## config.mk

```make
export PLATFORM = sky130hd
export DESIGN_NAME = tpm_sram_frontend_flat
export DESIGN_NICKNAME = d
export VERILOG_FILES = /design/src/rtl/tpm_sram_frontend_if.sv /design/src/rtl/tpm_sram_frontend.sv /design/src/flat_wrapper.sv
export SDC_FILE = /design/constraint.sdc
export NUM_CORES = 1
export LEC_CHECK = 0
export ABC_AREA = 1
export CAP_MARGIN = 10
export CORE_MARGIN = 2
export CORE_UTILIZATION = 45
export CTS_BUF_LIST = sky130_fd_sc_hd__clkbuf_4
export CTS_CLUSTER_DIAMETER = 50
export DETAILED_ROUTE_END_ITERATION = 12
export PLACE_DENSITY = 0.92
export REMOVE_ABC_BUFFERS = 1
export SYNTH_ARGS = -nofsm -noshare
export SYNTH_HDL_FRONTEND = slang
export SYNTH_SLANG_ARGS = --single-unit
```

## constraint.sdc

```tcl
create_clock -name clk -period 3.65 [get_ports clk]
set_input_delay 0.365 -clock clk [delete_from_list [all_inputs] [get_ports clk]]
set_output_delay 0.365 -clock clk [all_outputs]
set_load 0.01 [all_outputs]
```

## src/rtl/tpm_sram_frontend_if.sv

```systemverilog
// Request/response bundle for the 1W2R front-end: one write port and two read ports.
// master = requester side, slave = tpm_sram_frontend.
interface tpm_sram_frontend_if #(
    parameter int DATA_WIDTH = 8,
    parameter int ADDR_WIDTH = 10
);
    logic                  wr_valid;
    logic                  wr_ready;
    logic [ADDR_WIDTH-1:0] wr_addr;
    logic [DATA_WIDTH-1:0] wr_data;

    logic                  rda_valid;
    logic                  rda_ready;
    logic [ADDR_WIDTH-1:0] rda_addr;
    logic                  rda_rvalid;
    logic [DATA_WIDTH-1:0] rda_rdata;

    logic                  rdb_valid;
    logic                  rdb_ready;
    logic [ADDR_WIDTH-1:0] rdb_addr;
    logic                  rdb_rvalid;
    logic [DATA_WIDTH-1:0] rdb_rdata;

    modport master (
        output wr_valid, wr_addr, wr_data,
        input  wr_ready,
        output rda_valid, rda_addr,
        input  rda_ready, rda_rvalid, rda_rdata,
        output rdb_valid, rdb_addr,
        input  rdb_ready, rdb_rvalid, rdb_rdata
    );

    modport slave (
        input  wr_valid, wr_addr, wr_data,
        output wr_ready,
        input  rda_valid, rda_addr,
        output rda_ready, rda_rvalid, rda_rdata,
        input  rdb_valid, rdb_addr,
        output rdb_ready, rdb_rvalid, rdb_rdata
    );
endinterface

```

## src/rtl/tpm_sram_frontend.sv

```systemverilog
// 1W2R front-end for one 1rw1r SRAM macro: write/read A share port 0 via a toggling arbiter, read B uses port 1.
// Latency: read response (rvalid + registered rdata) one cycle after the accept edge; no response backpressure.
// Backpressure: port-0 loser and same-address read B (TPM_FWD_EN undefined) see ready=0; TPM_FWD_EN forwards write data instead.
module tpm_sram_frontend #(
    parameter int DATA_WIDTH = 8,
    parameter int ADDR_WIDTH = 10
) (
    input  logic                  clk,
    input  logic                  rst_n,
    tpm_sram_frontend_if.slave    req,
    output logic                  sram_csb0,
    output logic                  sram_web0,
    output logic [ADDR_WIDTH-1:0] sram_addr0,
    output logic [DATA_WIDTH-1:0] sram_din0,
    input  logic [DATA_WIDTH-1:0] sram_dout0,
    output logic                  sram_csb1,
    output logic [ADDR_WIDTH-1:0] sram_addr1,
    input  logic [DATA_WIDTH-1:0] sram_dout1,
    output logic [15:0]           stall_cnt
);

`ifdef TPM_FWD_EN
    localparam bit FWD_EN = 1'b1;
`else
    localparam bit FWD_EN = 1'b0;
`endif

    logic                  prio_q, prio_d;
    logic [ADDR_WIDTH-1:0] addr0_q, addr0_d;
    logic [DATA_WIDTH-1:0] din0_q, din0_d;
    logic                  pend_a_q, pend_a_d;
    logic                  pend_b_q, pend_b_d;
    logic                  fwd_q, fwd_d;
    logic [DATA_WIDTH-1:0] fwd_dat_q, fwd_dat_d;
    logic                  rda_rvalid_q, rda_rvalid_d;
    logic [DATA_WIDTH-1:0] rda_rdata_q, rda_rdata_d;
    logic                  rdb_rvalid_q, rdb_rvalid_d;
    logic [DATA_WIDTH-1:0] rdb_rdata_q, rdb_rdata_d;
    logic [15:0]           stall_q, stall_d;

    logic                  gnt_w, gnt_a;
    logic                  hazard;
    logic                  rdb_rdy;
    logic                  rdb_acc;
    logic                  port1_en;
    logic [1:0]            refused;
    logic [16:0]           stall_sum;

    // Grants are gated by rst_n so every ready reads 0 while reset is held.
    always_comb begin
        gnt_w    = rst_n & req.wr_valid  & (~req.rda_valid | ~prio_q);
        gnt_a    = rst_n & req.rda_valid & (~req.wr_valid  |  prio_q);
        hazard   = gnt_w & req.rdb_valid & (req.wr_addr == req.rdb_addr);
        rdb_rdy  = rst_n & (FWD_EN | ~hazard);
        rdb_acc  = req.rdb_valid & rdb_rdy;
        port1_en = rdb_acc & ~hazard;
    end

    always_comb begin
        prio_d = prio_q;
        if (rst_n && req.wr_valid && req.rda_valid) begin
            prio_d = ~prio_q;
        end

        addr0_d = addr0_q;
        din0_d  = din0_q;
        if (gnt_w) begin
            addr0_d = req.wr_addr;
            din0_d  = req.wr_data;
        end else if (gnt_a) begin
            addr0_d = req.rda_addr;
        end

        pend_a_d  = gnt_a;
        pend_b_d  = rdb_acc;
        fwd_d     = rdb_acc & hazard;
        fwd_dat_d = hazard ? req.wr_data : fwd_dat_q;

        // Capture only on the edge after acceptance; dout is garbage at any other time.
        rda_rvalid_d = pend_a_q;
        rda_rdata_d  = pend_a_q ? sram_dout0 : rda_rdata_q;
        rdb_rvalid_d = pend_b_q;
        rdb_rdata_d  = rdb_rdata_q;
        if (pend_b_q) begin
            rdb_rdata_d = fwd_q ? fwd_dat_q : sram_dout1;
        end

        refused   = 2'(req.wr_valid  & ~gnt_w)
                  + 2'(req.rda_valid & ~gnt_a)
                  + 2'(req.rdb_valid & ~rdb_rdy);
        stall_sum = {1'b0, stall_q} + {15'b0, refused};
        stall_d   = stall_sum[16] ? 16'hFFFF : stall_sum[15:0];
    end

    always_ff @(posedge clk or negedge rst_n) begin
        if (!rst_n) begin
            prio_q       <= 1'b0;
            addr0_q      <= '0;
            din0_q       <= '0;
            pend_a_q     <= 1'b0;
            pend_b_q     <= 1'b0;
            fwd_q        <= 1'b0;
            fwd_dat_q    <= '0;
            rda_rvalid_q <= 1'b0;
            rda_rdata_q  <= '0;
            rdb_rvalid_q <= 1'b0;
            rdb_rdata_q  <= '0;
            stall_q      <= '0;
        end else begin
            prio_q       <= prio_d;
            addr0_q      <= addr0_d;
            din0_q       <= din0_d;
            pend_a_q     <= pend_a_d;
            pend_b_q     <= pend_b_d;
            fwd_q        <= fwd_d;
            fwd_dat_q    <= fwd_dat_d;
            rda_rvalid_q <= rda_rvalid_d;
            rda_rdata_q  <= rda_rdata_d;
            rdb_rvalid_q <= rdb_rvalid_d;
            rdb_rdata_q  <= rdb_rdata_d;
            stall_q      <= stall_d;
        end
    end

    // Idle port 0 keeps the last driven address/data to avoid needless macro pin toggling.
    always_comb begin
        sram_csb0  = ~(gnt_w | gnt_a);
        sram_web0  = ~gnt_w;
        sram_addr0 = addr0_q;
        sram_din0  = din0_q;
        if (gnt_w) begin
            sram_addr0 = req.wr_addr;
            sram_din0  = req.wr_data;
        end else if (gnt_a) begin
            sram_addr0 = req.rda_addr;
        end
        sram_csb1  = ~port1_en;
        sram_addr1 = rst_n ? req.rdb_addr : '0;
    end

    assign req.wr_ready   = gnt_w;
    assign req.rda_ready  = gnt_a;
    assign req.rdb_ready  = rdb_rdy;
    assign req.rda_rvalid = rda_rvalid_q;
    assign req.rda_rdata  = rda_rdata_q;
    assign req.rdb_rvalid = rdb_rvalid_q;
    assign req.rdb_rdata  = rdb_rdata_q;
    assign stall_cnt      = stall_q;

endmodule

```

## src/flat_wrapper.sv

```systemverilog
// flat-port wrapper written by rule: the top's interface ports become plain ports
module tpm_sram_frontend_flat 
#(
    parameter int DATA_WIDTH = 8,
    parameter int ADDR_WIDTH = 10
)
  (clk, rst_n, sram_csb0, sram_web0, sram_addr0, sram_din0, sram_dout0, sram_csb1, sram_addr1, sram_dout1, stall_cnt, req_wr_valid, req_wr_addr, req_wr_data, req_wr_ready, req_rda_valid, req_rda_addr, req_rda_ready, req_rda_rvalid, req_rda_rdata, req_rdb_valid, req_rdb_addr, req_rdb_ready, req_rdb_rvalid, req_rdb_rdata);
  tpm_sram_frontend_if #(.DATA_WIDTH(DATA_WIDTH), .ADDR_WIDTH(ADDR_WIDTH)) req_i ();
  input  logic clk;
  input  logic rst_n;
  output logic sram_csb0;
  output logic sram_web0;
  output logic [ADDR_WIDTH-1:0] sram_addr0;
  output logic [DATA_WIDTH-1:0] sram_din0;
  input  logic [DATA_WIDTH-1:0] sram_dout0;
  output logic sram_csb1;
  output logic [ADDR_WIDTH-1:0] sram_addr1;
  input  logic [DATA_WIDTH-1:0] sram_dout1;
  output logic [15:0] stall_cnt;
  input wire logic [$bits(req_i.wr_valid)-1:0] req_wr_valid;
  input wire logic [$bits(req_i.wr_addr)-1:0] req_wr_addr;
  input wire logic [$bits(req_i.wr_data)-1:0] req_wr_data;
  output wire logic [$bits(req_i.wr_ready)-1:0] req_wr_ready;
  input wire logic [$bits(req_i.rda_valid)-1:0] req_rda_valid;
  input wire logic [$bits(req_i.rda_addr)-1:0] req_rda_addr;
  output wire logic [$bits(req_i.rda_ready)-1:0] req_rda_ready;
  output wire logic [$bits(req_i.rda_rvalid)-1:0] req_rda_rvalid;
  output wire logic [$bits(req_i.rda_rdata)-1:0] req_rda_rdata;
  input wire logic [$bits(req_i.rdb_valid)-1:0] req_rdb_valid;
  input wire logic [$bits(req_i.rdb_addr)-1:0] req_rdb_addr;
  output wire logic [$bits(req_i.rdb_ready)-1:0] req_rdb_ready;
  output wire logic [$bits(req_i.rdb_rvalid)-1:0] req_rdb_rvalid;
  output wire logic [$bits(req_i.rdb_rdata)-1:0] req_rdb_rdata;
  assign req_i.wr_valid = req_wr_valid;
  assign req_i.wr_addr = req_wr_addr;
  assign req_i.wr_data = req_wr_data;
  assign req_wr_ready = req_i.wr_ready;
  assign req_i.rda_valid = req_rda_valid;
  assign req_i.rda_addr = req_rda_addr;
  assign req_rda_ready = req_i.rda_ready;
  assign req_rda_rvalid = req_i.rda_rvalid;
  assign req_rda_rdata = req_i.rda_rdata;
  assign req_i.rdb_valid = req_rdb_valid;
  assign req_i.rdb_addr = req_rdb_addr;
  assign req_rdb_ready = req_i.rdb_ready;
  assign req_rdb_rvalid = req_i.rdb_rvalid;
  assign req_rdb_rdata = req_i.rdb_rdata;
  tpm_sram_frontend #(.DATA_WIDTH(DATA_WIDTH), .ADDR_WIDTH(ADDR_WIDTH)) u_core (.clk(clk), .rst_n(rst_n), .req(req_i), .sram_csb0(sram_csb0), .sram_web0(sram_web0), .sram_addr0(sram_addr0), .sram_din0(sram_din0), .sram_dout0(sram_dout0), .sram_csb1(sram_csb1), .sram_addr1(sram_addr1), .sram_dout1(sram_dout1), .stall_cnt(stall_cnt));
endmodule
```

== After elaboration in Yosys (flattened, before gate mapping) ==
Index checks and enable logic that the tools add are counted.

* Register bits after elaboration: 64

* Add/subtract/negate cells: 3
* Equality and inequality tests: 1
* Muxes and demuxes: 6
* Bitwise operators: 26
* Reduce and logical (&&, ||, !) cells: 2

{| class="wikitable"
|+ Operators by type and width
! operator !! count
|-
| 10-bit two-way mux || 3
|-
| 16-bit by 2-bit adder with 17-bit output || 1
|-
| 16-bit two-way mux || 1
|-
| 8-bit two-way mux || 2
|-
| 1-bit AND || 10
|-
| 10-bit == test || 1
|-
| 1-bit inverter || 7
|-
| 1-bit by 2-bit AND with 2-bit output || 3
|-
| 1-bit inverter with 2-bit output || 3
|-
| 2-bit adder || 2
|-
| 1-bit bitwise OR || 3
|-
| 1-bit logical AND || 2
|}

== Depth between registers and ports, before layout ==
* Depth after elaboration: 12
* Depth in mapped cells: 18

== Least setup slack after synthesis ==
Ideal clock, no wire load.

* Path type: in2reg
* Start point: in rst_n
* End point: reg u_core.stall_q[14], in the netlist u_core.stall_cnt[14]
* Arrival time: 2796 ps
* Setup slack: 721 ps
* Stages on the path: 16
* Buffers on the path: 1
* Path through: nand2_1 a21oi_4 nand2_2 nor2_8 nand3_2 buf_6 a21oi_1 fa_1 ha_1 fa_1 nand2_1 inv_1 nand2_1 nor3_1 nand3_1 nand3_1

* Word-level cells in the longest chain between the ends: 11
* Elaborated cells between the ends (all ways): 18

{| class="wikitable"
|+ Ends and longest elaborated chain
! what !! line !! source
|-
| start, declared || flat_wrapper.sv:10 || <nowiki>input logic rst_n;</nowiki>
|-
| 1-bit AND (2 in a row) || tpm_sram_frontend.sv:51 || <nowiki>gnt_w = rst_n & req.wr_valid & (~req.rda_valid | ~prio_q);</nowiki>
|-
| 1-bit AND (2 in a row) || tpm_sram_frontend.sv:53 || <nowiki>hazard = gnt_w & req.rdb_valid & (req.wr_addr == req.rdb_addr);</nowiki>
|-
| 1-bit inverter || tpm_sram_frontend.sv:54 || <nowiki>rdb_rdy = rst_n & (FWD_EN | ~hazard);</nowiki>
|-
| 1-bit AND || tpm_sram_frontend.sv:54 ||
|-
| 1-bit inverter with 2-bit output || tpm_sram_frontend.sv:90 || <nowiki>+ 2'(req.rdb_valid & ~rdb_rdy);</nowiki>
|-
| 1-bit by 2-bit AND with 2-bit output || tpm_sram_frontend.sv:90 ||
|-
| 2-bit adder * || tpm_sram_frontend.sv:90 ||
|-
| 16-bit by 2-bit adder with 17-bit output * || tpm_sram_frontend.sv:91 || <nowiki>stall_sum = {1'b0, stall_q} + {15'b0, refused};</nowiki>
|-
| 16-bit two-way mux * || tpm_sram_frontend.sv:92 || <nowiki>stall_d = stall_sum[16] ? 16'hFFFF : stall_sum[15:0];</nowiki>
|-
| via u_core.stall_d[14] || tpm_sram_frontend.sv:39 || <nowiki>logic [15:0] stall_q, stall_d;</nowiki>
|-
| end signal, assigned || tpm_sram_frontend.sv:121 || <nowiki>stall_q <= stall_d;</nowiki>
|-
| end, declared || tpm_sram_frontend.sv:39 ||
|}

The timed path passes the listed nets; every way through them passes the cells marked *.
A chain may end at the register's enable or synchronous reset.

== Worst setup path after layout ==
Same ends and word-level chain as after synthesis.

==> results by stage <==
Setup path:
- The launch point of the worst reg-to-reg path is u_core.prio_q.
- The worst setup path is launched from an input port.
- The number of cells on the worst reg-to-reg path is 14.
- STA classifies the critical path endpoint as a flop.
- The critical path is of the input port to flop type.
- The endpoint identified for the worst register-to-register timing path is u_core.stall_cnt[10].
- The arrival time of data at the critical path endpoint is 3.65 ns.
- Along the worst path, the maximum fanout reaches 78.
- The worst endpoint required time is around 4.0 ns.
- For flop-to-flop paths, the worst setup slack is ~0.63 ns.

Job:
- Max-cap violations in this run came to 0.

GRT:
- The global route total overflow is 0.
- The via count of the first global-routing pass is 2950.
- The number of antenna violations at the first check in global routing is 0.
- Entering global routing, the biggest net connects 79 pins.
- The overall global routing resource usage is 22.59%.
- The first-pass GRT wire length is 13460 um.

Pwr:
- For this design the ratio of total power to cell area is about 430 mW/mm2.
- The register share of total power is a little under half.
- The combinational power share is roughly 34%.
- The switching share of total power is between 30% and 40%.
- Of the total power, the clock network draws between 20% and 30%.
- The leakage power summed over all cells is 0.002313 uW.
- The worst voltage drop across the vdd grid is 0.4029 mV.
- In this run the power spent charging and discharging nets is between 600 and 700 uW.
- The internal power of the cells is approximately 1400 uW.

Clock network:
- The clock tree buffer depth is 2.
- Clock-pin slew was measured on the worst setup and hold paths at around 0.1 ns.
- Clock tree synthesis found a total of 64 sinks.
- After clock tree synthesis, the setup repair step added 0 buffers.
- TritonCTS built the clock tree.
- TritonCTS created 9 clock buffers.
- The H-tree was split into 3 levels.
- The root buffer cell chosen for the clock tree is sky130_fd_sc_hd__clkbuf_4.
- The clock latency reported for the late side of the worst-skew pair is about 0.40 ns.
- Once the clock tree was built, the resizer swapped 0 gates to a different size.

Cells and area:
- In the final layout, the share of cells above drive strength 1 is 7.380%.
- The final design instance area without fill is ~0.0047 mm2.
- The repair_antennas step left the layout with diodes totalling 0.
- The area added between synthesis and finish is 47.16%.
- The final-stage net count is 600.

Routing:
- Summed over all layers, the routed wires come to 8239 um.
- The routed layout has 3065 vias.
- The number of DRC violations after detailed routing is 0.
- The first TritonRoute pass finished after 4 iterations.
- The number of nets with antenna violations after routing is 0.
- The detailed router finished its first iteration with roughly 160 violations.
- After detailed routing, the number of vias per cell comes to approximately 4.8.
- The routed wirelength normalized by instance count is about 13 um.

Synth:
- The number of library cell types mapped by synthesis is 30.
- The share of synthesized area in the top cell type comes to 50.43%.
- Yosys attributes the largest share of cell area to sky130_fd_sc_hd__dfrtp_1, sky130_fd_sc_hd__nand2_1, sky130_fd_sc_hd__inv_1.
- The largest area contributor in the synthesized netlist is sky130_fd_sc_hd__dfrtp_1.
- The yosys synthesis warning count is 0.
- For this run, the leading register cell type out of synthesis is sky130_fd_sc_hd__dfrtp_1.
- By instance count, the leading cell after synthesis is sky130_fd_sc_hd__nand2_1.
- Summing every instance area after synthesis gives roughly 0.0032 mm2.
- A synthesized cell averages 7.822 um2.
- Counting flops and latches in the post-synthesis netlist gives 64.
- Ranked by instance count, the synthesized netlist is headed by sky130_fd_sc_hd__nand2_1, sky130_fd_sc_hd__dfrtp_1, sky130_fd_sc_hd__inv_1, sky130_fd_sc_hd__nor2_1, sky130_fd_sc_hd__nand3_1.
- The cell count after synthesis came out at about 410.
- In the synthesized netlist the async set-or-reset flop fraction comes to 100.0%.
- Yosys mapped a number of flops with a built-in enable equal to 0.
- The proportion of synthesized chip area in sequential cells is just over 50%.

Floorplanning:
- The cell row count is 30.
- The die extent in x is slightly below 90 um.
- For this design the top-level I/O count stands at approximately 130.
- The region available for standard cell placement spans roughly 0.0068 mm2.
- The vertical die dimension is 88.01 um.
- The initial core utilization is a little under half.
- The floorplan step defined a die boundary enclosing roughly 0.0077 mm2.

STA:
- The transition time at the pin with the least slew margin is 0.5008 ns.
- Setup repair after global routing left no endpoint under its margin.
- Across the routed clock network, the largest skew measured is between 0.01 and 0.015 ns.
- The total negative setup slack is 0 ns.
- The final-report max-slew violation count is 0.
- Setup violations remaining at the end of the flow were counted as 0.
- The tightest slew margin relative to the limit is ~66%.
- The share of the clock period used by the worst path after layout is about nine tenths.
- Static timing analysis puts the maximum clock frequency at about 0.3 GHz.
- The number of hold violations in the final report came to 0.
- The worst path in the final design needs a cycle of between 3 and 4 ns, including I/O delays and setup.

Place:
- Once placement finished, the instance area stood at approximately 0.0045 mm2.
- The final weighted congestion in routability-driven placement is between 0.8 and 0.9.
- The total half-perimeter wirelength after legalization and detailed placement is between 6000 and 7000 um.
- The count of input and output buffers is 126.

Min path:
- The destination of the worst hold path is u_core.din0_q[4].
- The type of the most critical hold path is flop to flop.
- The startpoint of the lowest-slack hold path is u_core.din0_q[4].
- The cell count of the worst hold path is 2.

Run status:
- The flow ran to the end, and the final reports show no timing, DRC or antenna violations.
-- power groups by stage --
stage | registers [uW] | logic [uW] | clock network [uW]
finish | 926 | 684 | 418
global route | 943 | 752 | 467
CTS | 923 | 689 | 429
detailed placement | 935 | 685 | 0
global placement | 931 | 667 | 0
floorplan | 952 | 259 | 0
-- how the worst max path moves through the flow --
stage / to / depth (start not counted) / startpoint
2_1_floorplan: u_core.stall_cnt[14] / 15 / rst_n
3_3_place_gp: u_core.stall_cnt[9] / 16 / req_wr_valid
3_5_place_dp: u_core.stall_cnt[10] / 16 / req_wr_valid
4_1_cts: u_core.stall_cnt[14] / 15 / rst_n
5_1_grt: u_core.stall_cnt[14] / 15 / rst_n
6_report: u_core.stall_cnt[14] / 15 / rst_n
-- critical path, stage by stage --
cell and delay, ns:
sky130_fd_sc_hd__dlygate4sd3_1 0.53, sky130_fd_sc_hd__buf_4 0.14, sky130_fd_sc_hd__buf_12 0.33, sky130_fd_sc_hd__nand2_1 0.10
sky130_fd_sc_hd__nor2_1 0.16, sky130_fd_sc_hd__nor2_1 0.08, sky130_fd_sc_hd__fa_1 0.51, sky130_fd_sc_hd__ha_1 0.19
sky130_fd_sc_hd__fa_1 0.24, sky130_fd_sc_hd__nand2_1 0.07, sky130_fd_sc_hd__inv_1 0.07, sky130_fd_sc_hd__nand2_1 0.07
sky130_fd_sc_hd__nor3_1 0.27, sky130_fd_sc_hd__nand3_1 0.31, sky130_fd_sc_hd__nand3_1 0.17
-- cells in the final DEF, fill, tap and decap left out, drive strengths merged, types with 7 or more instances in the layout --
cell type | netlist | routed
clkbuf | 6 | 10
o21ai | 7 | 7
nand3 | 28 | 28
dfrtp | 64 | 64
clkdlybuf4s50 | 0 | 125
nand2 | 151 | 151
inv | 52 | 53
nor2 | 45 | 45
mux2 | 8 | 8
a31oi | 18 | 18
-- what timing repair did --
action	CTS	global route
setup endpoints to repair	0	0
hold buffers	1	0
endpoints found under the hold margin	6	0
-- registers in the layout (all words and copies together) (netlist names) --
signal	count
u_core.req.rdb_rvalid	1
u_core.fwd_dat_q	8
u_core.prio_q	1
u_core.pend_b_q	1
u_core.req.rdb_rdata	8
u_core.din0_q	8
u_core.stall_cnt	16
u_core.pend_a_q	1
u_core.req.rda_rvalid	1
u_core.fwd_q	1
u_core.req.rda_rdata	8
u_core.addr0_q	10
-- layout make-up --
type,instances,area [um2]
Multi-Input combinational cell,279,1326
Sequential cell,64,1602
Tap cell,96,120.1
Clock inverter,6,43.79
Fill cell,563,2121
Timing Repair Buffer,131,1311
Inverter,52,195.2
Clock buffer,10,75.07
-- layer usage --
layer  track usage, %  routed length [um]
met4            8.951                 121
met3            5.278                 481
met5                0                   0
met2            37.40                4045
met1            28.74                3591
-- per-stage QoR --
step | total power, uW | std cells | utilization, % | hold slack [ns] | setup slack [ns]
after floorplan | 1211 | 395 | - | 0.06941 | 0.5536
after global placement | 1598 | 621 | 66.89 | 0.4455 | 0.2417
after detailed placement | 1621 | 621 | 66.89 | 0.4542 | 0.1395
after CTS | 2042 | 638 | 68.78 | 0.4883 | 0.3430
after global routing | 2162 | 638 | 68.78 | 0.4877 | 0.08578
final | 2028 | 638 | 68.78 | 0.4906 | 0.3316
-- cells by family (layout without fill, tap and decap cells) --
group | Yosys count | in the layout | synth area share [%]
XOR/XNOR | 3 | 3 | 0.8276
flip-flops | 64 | 64 | 50.43
other | 1 | 1 | 0.1181
AND/OR/NAND/NOR | 235 | 235 | 30.46
multiplexers | 8 | 8 | 2.837
adder cells (fa/ha/maj) | 4 | 4 | 2.049
buffers and inverters | 63 | 199 | 7.801
AO/OA/AOI/OAI | 28 | 28 | 5.477
Power figures use the tool's default switching activity.
